## src/rtl/spart_pkg.sv

```systemverilog
// Shared constants and types for the SPART transmit path.
package spart_pkg;

  localparam logic [2:0] SPART_ADDR_TX  = 3'b000;
  localparam logic [2:0] SPART_ADDR_DIV = 3'b001;

  // 50 MHz / 9600 baud
  localparam int unsigned DEFAULT_DIV = 5208;

  typedef enum logic [1:0] {IDLE, START, DATA, STOP} tx_state_t;

endpackage

```

## src/rtl/spart_fifo.sv

```systemverilog
// Byte-wide synchronous FIFO with registered full/empty flags.
module spart_fifo #(
  parameter int unsigned DEPTH = 8
) (
  input  logic       clk,
  input  logic       rst,
  input  logic       push,
  input  logic       pop,
  input  logic [7:0] wdata,
  output logic [7:0] rdata,
  output logic       full,
  output logic       empty
);

  localparam int unsigned AW = (DEPTH > 1) ? $clog2(DEPTH) : 1;
  localparam int unsigned CW = AW + 1;

  logic [7:0]    mem [DEPTH];
  logic [AW-1:0] wr_ptr_q, rd_ptr_q;
  logic [CW-1:0] count_q, count_d;
  logic          full_q, empty_q;
  logic          do_push, do_pop;

  assign do_push = push && !full_q;
  assign do_pop  = pop && !empty_q;

  always_comb begin
    count_d = count_q;
    unique case ({do_push, do_pop})
      2'b10:   count_d = count_q + CW'(1);
      2'b01:   count_d = count_q - CW'(1);
      default: count_d = count_q;
    endcase
  end

  // Flags come from count_d so they are aligned with the count register.
  always_ff @(posedge clk or posedge rst) begin
    if (rst) begin
      wr_ptr_q <= '0;
      rd_ptr_q <= '0;
      count_q  <= '0;
      full_q   <= 1'b0;
      empty_q  <= 1'b1;
    end else begin
      if (do_push) wr_ptr_q <= wr_ptr_q + AW'(1);
      if (do_pop)  rd_ptr_q <= rd_ptr_q + AW'(1);
      count_q <= count_d;
      full_q  <= (count_d == CW'(DEPTH));
      empty_q <= (count_d == '0);
    end
  end

  always_ff @(posedge clk) begin
    if (do_push) mem[wr_ptr_q] <= wdata;
  end

  assign rdata = mem[rd_ptr_q];
  assign full  = full_q;
  assign empty = empty_q;

endmodule

```

## src/rtl/spart_tx.sv

```systemverilog
// SPART transmitter: accepts TX/divisor writes, queues bytes and sends 8N1 frames on txd.
module spart_tx #(
  parameter int unsigned DEPTH       = 8,
  parameter int unsigned DIV_W       = 16,
  parameter int unsigned DEFAULT_DIV = spart_pkg::DEFAULT_DIV
) (
  input  logic        clk,
  input  logic        rst,
  input  logic        send,
  input  logic [2:0]  spart_addr,
  input  logic [15:0] send_data,
  output logic        full,
  output logic        empty,
  output logic        busy,
  output logic        txd
);
  import spart_pkg::*;

  tx_state_t        state_q, state_d;
  logic [DIV_W-1:0] div_q, div_eff;
  logic [DIV_W-1:0] bit_div_q, bit_div_d;
  logic [DIV_W-1:0] baud_q, baud_d;
  logic [7:0]       shift_q, shift_d;
  logic [2:0]       bit_cnt_q, bit_cnt_d;
  logic             txd_q, txd_d;
  logic             push, pop, baud_tc;
  logic [7:0]       fifo_rdata;

  assign push    = send && (spart_addr == SPART_ADDR_TX) && !full;
  assign div_eff = (div_q == '0) ? DIV_W'(1) : div_q;
  assign baud_tc = (baud_q == '0);

  spart_fifo #(
    .DEPTH (DEPTH)
  ) u_fifo (
    .clk   (clk),
    .rst   (rst),
    .push  (push),
    .pop   (pop),
    .wdata (send_data[7:0]),
    .rdata (fifo_rdata),
    .full  (full),
    .empty (empty)
  );

  always_ff @(posedge clk or posedge rst) begin
    if (rst) begin
      div_q <= DIV_W'(DEFAULT_DIV);
    end else if (send && (spart_addr == SPART_ADDR_DIV)) begin
      div_q <= send_data[DIV_W-1:0];
    end
  end

  always_comb begin
    state_d   = state_q;
    bit_div_d = bit_div_q;
    baud_d    = baud_q;
    shift_d   = shift_q;
    bit_cnt_d = bit_cnt_q;
    txd_d     = txd_q;
    pop       = 1'b0;
    unique case (state_q)
      IDLE: begin
        if (!empty) begin
          pop       = 1'b1;
          shift_d   = fifo_rdata;
          bit_div_d = div_eff;
          baud_d    = div_eff - DIV_W'(1);
          txd_d     = 1'b0;
          state_d   = START;
        end
      end
      START: begin
        if (baud_tc) begin
          txd_d     = shift_q[0];
          bit_cnt_d = 3'd0;
          baud_d    = bit_div_q - DIV_W'(1);
          state_d   = DATA;
        end else begin
          baud_d = baud_q - DIV_W'(1);
        end
      end
      DATA: begin
        if (baud_tc) begin
          baud_d = bit_div_q - DIV_W'(1);
          if (bit_cnt_q == 3'd7) begin
            txd_d   = 1'b1;
            state_d = STOP;
          end else begin
            bit_cnt_d = bit_cnt_q + 3'd1;
            shift_d   = shift_q >> 1;
            txd_d     = shift_q[1];
          end
        end else begin
          baud_d = baud_q - DIV_W'(1);
        end
      end
      STOP: begin
        if (baud_tc) begin
          state_d = IDLE;
        end else begin
          baud_d = baud_q - DIV_W'(1);
        end
      end
      default: state_d = IDLE;
    endcase
  end

  always_ff @(posedge clk or posedge rst) begin
    if (rst) begin
      state_q   <= IDLE;
      bit_div_q <= '0;
      baud_q    <= '0;
      shift_q   <= '0;
      bit_cnt_q <= '0;
      txd_q     <= 1'b1;
    end else begin
      state_q   <= state_d;
      bit_div_q <= bit_div_d;
      baud_q    <= baud_d;
      shift_q   <= shift_d;
      bit_cnt_q <= bit_cnt_d;
      txd_q     <= txd_d;
    end
  end

  assign busy = (state_q != IDLE);
  assign txd  = txd_q;

endmodule

```

## config.mk

```make
export PLATFORM = sky130hd
export DESIGN_NAME = spart_tx
export DESIGN_NICKNAME = d
export VERILOG_FILES = /design/src/rtl/spart_pkg.sv /design/src/rtl/spart_fifo.sv /design/src/rtl/spart_tx.sv
export SDC_FILE = /design/constraint.sdc
export NUM_CORES = 1
export LEC_CHECK = 0
export BUFFER_PORTS_ARGS = -buffer_cell sky130_fd_sc_hd__clkbuf_2
export CORE_MARGIN = 2
export CORE_UTILIZATION = 56
export DETAILED_ROUTE_END_ITERATION = 6
export GPL_TIMING_DRIVEN = 0
export PLACE_DENSITY = 0.76
export SYNTH_ARGS = -nofsm -noshare
export SYNTH_HDL_FRONTEND = slang
export SYNTH_SLANG_ARGS = --single-unit
```

## constraint.sdc

```tcl
create_clock -name clk -period 2.85 [get_ports clk]
set_input_delay 0.1425 -clock clk [delete_from_list [all_inputs] [get_ports clk]]
set_output_delay 0.1425 -clock clk [all_outputs]
set_load 0.01 [all_outputs]
```

* Word level (Yosys, flattened, before mapping)
Memory sizes are Yosys's and may differ from the RTL's.
Cells that the tools add are included.
** Storage, ports and cells
- Flip-flop bits (word level) :: 74
- Latch bits :: 0
- RAM bits :: 64
- ROM bits :: 0
- Input bits :: 22
- Output and inout port bits :: 4
- Logic and storage cells :: 89
- Memories kept :: 1
** Memories
- u_fifo.mem :: depth 8, width 8, read ports 1, clocked after memory_dff 0, write ports 1, line spart_fifo.sv:18 : logic [7:0] mem [DEPTH];
** Cells by class
- $add $sub $neg :: 8
- Multiply operators :: 0
- Div/mod/pow operators :: 0
- Order comparisons :: 0
- Eq/ne operators :: 15
- Shifts and indexed selects :: 0
- Muxes and demuxes :: 29
- Bitwise operators :: 1
- Reductions and logical operators :: 23
** Operators by type and width (count)
- $mux W16 :: 4
- $pmux W16 S3 :: 1
- $sub A16 B1 Y16 const B :: 3
- $logic_not A16 Y1 :: 2
- $mux W8 :: 3
- $pmux W8 S2 :: 1
- $ne A2 B2 Y1 const B :: 7
- $reduce_and A4 Y1 :: 3
- $mux W2 :: 5
- $add A3 B1 Y3 const B :: 3
- $mux W3 :: 3
- $mux W1 :: 8
- $pmux W2 S4 :: 1
- $pmux W4 S2 :: 1
- $eq A2 B2 Y1 const B :: 3
- $pmux W3 S2 :: 1
- $reduce_bool A2 Y1 :: 3
- $logic_and A1 B1 Y1 :: 5
- $reduce_and A5 Y1 :: 1
- $add A4 B1 Y4 const B :: 1
- $eq A2 B1 Y1 const B :: 2
- $eq A4 B4 Y1 const B :: 1
- $logic_not A4 Y1 :: 1
- $reduce_and A2 Y1 :: 2
- other kinds (10) :: 11

* Longest topological paths before layout
- Depth in word-level cells :: 7
- Mapped depth :: 13
- Gate-level depth less buffers :: 12

* Hierarchy
A second synthesis with hierarchy kept.
** Unflattened totals
- Cells, all modules :: 573
- Area, all modules :: 7045.5 µm²
** By module, submodules not included
- spart_tx :: times used 1, cells each 408, area each 3898.7 µm², sequential area each 1559.0 µm²
- spart_fifo :: times used 1, cells each 165, area each 3146.8 µm², sequential area each 2223.4 µm²

* Worst setup path before layout
No wires, ideal clock.
- Path type :: flip-flop to flip-flop
- From :: register state_q[0]
- To :: register u_fifo.empty_q, in the netlist u_fifo.empty
- Library setup time :: 0.097 ns
- Arrival time :: 2.613 ns
- Required time :: 2.753 ns
- Setup slack :: 0.141 ns
- Cell stages (with the launch flop) :: 14
- Path buffers :: 1
- Period minus slack after synthesis :: 2.709 ns
- Cells stage by stage :: dfrtp_1 > inv_1 > ha_1 > inv_1 > nor2_1 > clkbuf_1 > ha_1 > xor2_1 > ha_1 > a21oi_1 > xor2_1 > nor2_1 > xor2_1 > nor4_1
** Between the ends
- Longest elaborated chain between the ends :: 6
- Elaborated cells between the ends (all ways) :: 7
- Classes of those cells :: eq/ne: 2; mux: 2; reduce/logical: 3
** Ends and longest elaborated chain
- start, declared :: line spart_tx.sv:19 : tx_state_t state_q, state_d;
- start signal, assigned :: line spart_tx.sv:118 : state_q <= state_d;
- $logic_not A2 Y1 (*) :: line spart_tx.sv:62 : unique case (state_q)
- $mux W1 (*) :: line spart_tx.sv:62
- net pop :: line spart_tx.sv:26 : logic push, pop, baud_tc;
- $logic_and A1 B1 Y1 (*) :: line spart_fifo.sv:25 : assign do_pop = pop && !empty_q;
- $eq A2 B1 Y1 / $eq A2 B2 Y1 (equally long branches) :: line spart_fifo.sv:29 : unique case ({do_push, do_pop})
- $pmux W4 S2 (*) :: line spart_fifo.sv:29
- net u_fifo.count_d[2] :: line spart_fifo.sv:20 : logic [CW-1:0] count_q, count_d;
- $logic_not A4 Y1 (*) :: line spart_fifo.sv:49 : empty_q <= (count_d == '0);
- end signal, assigned :: line spart_fifo.sv:49
- end, declared :: line spart_fifo.sv:21 : logic full_q, empty_q;
The timed path passes the listed nets; every way through them passes the cells marked *.
A chain may end at the register's enable or synchronous reset.

* Final worst setup path
- From :: register baud_q[0]
- To :: register baud_q[8]
** Between the ends
- Longest elaborated chain between the ends :: 3
- Elaborated cells between the ends (all ways) :: 7
- Classes of those cells :: add/sub: 1; eq/ne: 1; mux: 3; reduce/logical: 2
** Ends and longest elaborated chain
- start, declared :: line spart_tx.sv:22 : logic [DIV_W-1:0] baud_q, baud_d;
- start signal, assigned :: line spart_tx.sv:120 : baud_q <= baud_d;
- $sub A16 B1 Y16 / $logic_not A16 Y1 (equally long branches)
- $mux W16, or another cell as far along :: line spart_tx.sv:99 : if (baud_tc) begin
- $pmux W16 S3 / $reduce_and A2 Y1 (equally long branches)
Several ways; a longest one is shown, not always the timed one. The select of a mux whose other input is x is not followed.

==> metrics <==
outcome=complete, no violations; Logic pwr share=0.385; crit path kind=flip-flop to flip-flop; register bit total from synthesis=between 100 and 150; final setup violation count=0; reg-to-reg endpoint=baud_q[8]$_DFFE_PP0P_; HPWL after DPL=slightly above 10 mm; R2R Path Start=baud_q[0]$_DFFE_PP0P_; port buffer count=25; fin cells=approximately 770; antenna violations before repair=0; Clk pwr share=0.259; worst hold slack=0.01813 ns; r2r worst-path depth=9; drt drc=0; FF-to-FF setup slack=0.11 ns; Bufs on Longest Clock Path=2; register area share after synthesis=0.5535; routed via count=around 4,700; total chip power=between 8 and 9 mW; unrepaired setup endpoints after global routing=yes; final hold vios=0; clock-pin slew on the worst setup and hold paths=roughly 0.060 ns; synth unique cells=62; Total GRT Usage=0.2515; total global routing overflow=0; Core Box Area=roughly 0.012 mm²; most frequent cells in the layout=dfrtp_1 (66), edfxtp_1 (64), nand2_1 (46); placed cell count=between 700 and 800; worst-margin pin slew=1.300 ns; Post-Synthesis Cells=between 500 and 600; H-tree levels=4; WHS Path Cells=4; worst skew pair latency=between 0.4 and 0.5 ns; drt pass-1 iters=5; Hold Path Sink=u_fifo.wr_ptr_q[1]$_DFFE_PP0P_; Clock Skews=0.006255 ns; switching share of power=0.3647; post-layout min period=around 2.7 ns; crit start category=flip-flop; Hold WC Path Type=primary input to flip-flop; routability cong.=approximately 0.97; Seq pwr share=0.356; fmax=roughly 370 MHz; layout cells sized above 1=0.2452; P_sw=3.173 mW; CP Max Fanout=6; first-pass GRT wire length=24.94 mm; Root Buffer=clkbuf_16; clock sink count=about 140; CTS tree=done; IO Pins=26; initial core utilization=0.5713; worst hold start=spart_addr[0]; Post-synth EDFFs=between 60 and 70; synth top area cells=edfxtp_1 (28%), dfrtp_1 (25%), mux2_2 (6.3%); initial DRC count=516; vias in the first global route=around 4,800; leakage power=around 3.1 nW; nets@finish=between 600 and 700; synthesized area=0.006834 mm²; cell taking the most area after synthesis=edfxtp_1; WL/cell=~20 µm; most common cell after layout, fill and taps aside=dfrtp_1; Die Y=114.5 µm; worst vdd ir=between 700 and 800 µV; post-DR vias/cell=between 6 and 7; row count=40; P_int=approximately 5.5 mW; Required @ worst endpoint=roughly 3.2 ns; crit end category=flip-flop; Avg Synthesized Cell Area=between 10 and 15 µm²; maxcap violations=0; die area=0.01310 mm²; largest net degree at the start of global routing=75; diodes inserted=0; critical path arrival=about 3 ns; Slew Limit Fails=0; Layout area overhead=17.10%; DIE WIDTH=between 100 and 150 µm; Pwr per Cell Area=between 1000 and 1500 mW/mm²; Final Cycle Share=0.9597; asr flop ratio synth=0.5362; Final ANT Viol Nets=0; Primary FF master, synth=dfrtp_1; Synth top area share=0.2812; CTS buffer count=17; overall routed net length=between 15 and 20 mm; fill count=between 800 and 900; Yosys warning count=0; Slew HR=0.1270; syn nets=around 600
==> worst max-delay path by stage <==
stage	start	end	slack, ns	cells after the start
4_1_cts	state_q[0]$_DFFE_PP0P_	u_fifo.full$_DFF_PP0_	0.02	13
3_3_place_gp	state_q[0]$_DFFE_PP0P_	u_fifo.full$_DFF_PP0_	-0.31	13
3_5_place_dp	state_q[0]$_DFFE_PP0P_	u_fifo.full$_DFF_PP0_	-0.44	13
2_1_floorplan	state_q[0]$_DFFE_PP0P_	u_fifo.empty$_DFF_PP1_	0.14	13
6_report	baud_q[0]$_DFFE_PP0P_	baud_q[8]$_DFFE_PP0P_	0.11	9
5_1_grt	baud_q[4]$_DFFE_PP0P_	baud_q[9]$_DFFE_PP0P_	-0.002	7
==> Yosys cell counts (all sizes together) (15+ instances only) <==
cell and number:
mux4 16, ha 16, o21ai 33, xnor2 15, nand2 46, nor2 36, mux2 38, inv 18
clkbuf 19, xor2 21, edfxtp 64, a21oi 20, dfrtp 67
==> area by class of cell <==
class / instances / area (µm²) / share of cell area
sequential: 138 / 3784 / 0.4728
multi-input combinational: 373 / 2982 / 0.3726
clock buffer: 19 / 442.9 / 0.05535
timing repair buffer: 36 / 250.2 / 0.03127
tap: 147 / 183.9 / 0.02298
clock inverter: 13 / 167.7 / 0.02095
buffer: 23 / 122.6 / 0.01532
inverter: 18 / 70.07 / 0.008755
==> critical path, stage by stage (launching register included) <==
cell and delay [ns]:
dfrtp_1 0.44, inv_1 0.11, ha_1 0.16, or4b_4 0.49
or4_4 0.49, buf_6 0.16, a21oi_4 0.20, a21oi_1 0.06
or3_1 0.34, a22o_1 0.18
==> routing by layer <==
layer / up-vias / track usage / routed length, µm
li1: 2190 / - / -
met1: 2328 / 0.3222 / 6336
met2: 194 / 0.4110 / 7726
met3: 29 / 0.06406 / 997
met4: 0 / 0.1033 / 279
met5: - / 0 / 0
==> metrics by stage <==
stage / setup TNS, ns / instance area (µm²) / worst slack (ns) / util
2_1_floorplan: 0 / 6834 / 0.1408 / -
6_report: 0 / 8003 / 0.1149 / 0.6690
5_1_grt: -0.001999 / 8003 / -0.001999 / 0.6690
4_1_cts: 0 / 7934 / 0.01574 / 0.6633
3_3_place_gp: -1.830 / 7143 / -0.3135 / 0.5972
3_5_place_dp: -2.643 / 7173 / -0.4425 / 0.5997
==> power groups by stage <==
stage | Clock (mW) | Sequential (mW) | Combinational [mW]
2_1_floorplan | 0 | 2.93 | 2.46
3_3_place_gp | 0 | 3.03 | 3.02
3_5_place_dp | 0 | 3.07 | 3.13
4_1_cts | 2.29 | 3.05 | 3.26
5_1_grt | 2.36 | 3.16 | 3.67
6_report | 2.26 | 3.10 | 3.35
==> what timing repair did <==
action                     4_1_cts  5_1_grt
pin swaps                        1        5
buffers inserted                 0        1
setup endpoints to repair       18       16
gates cloned                     0        0
hold endpoints to repair        75        0
hold buffers                     9        0
gates resized for setup         13       19
==> registers in the layout, summed over array words and instances, names as in the netlist <==
register / flops
div_q: 16
u_fifo.mem: 64
bit_cnt_q: 3
bit_div_q: 16
u_fifo.rd_ptr_q: 3
baud_q: 16
u_fifo.empty: 1
u_fifo.full: 1
state_q: 2
txd: 1
shift_q: 8
u_fifo.wr_ptr_q: 3
u_fifo.count_q: 4
==> cell families (layout without fill, tap and decap cells) <==
family,Yosys count,after routing,share of synthesized area
compound gates,102,102,0.09924
xor+xnor,36,36,0.04614
fa+ha+maj,16,16,0.02929
buf+inv,42,109,0.02471
flops,138,138,0.5535
mux,65,65,0.1315
simple gates,154,154,0.1157
Power figures use the tool's default switching activity.
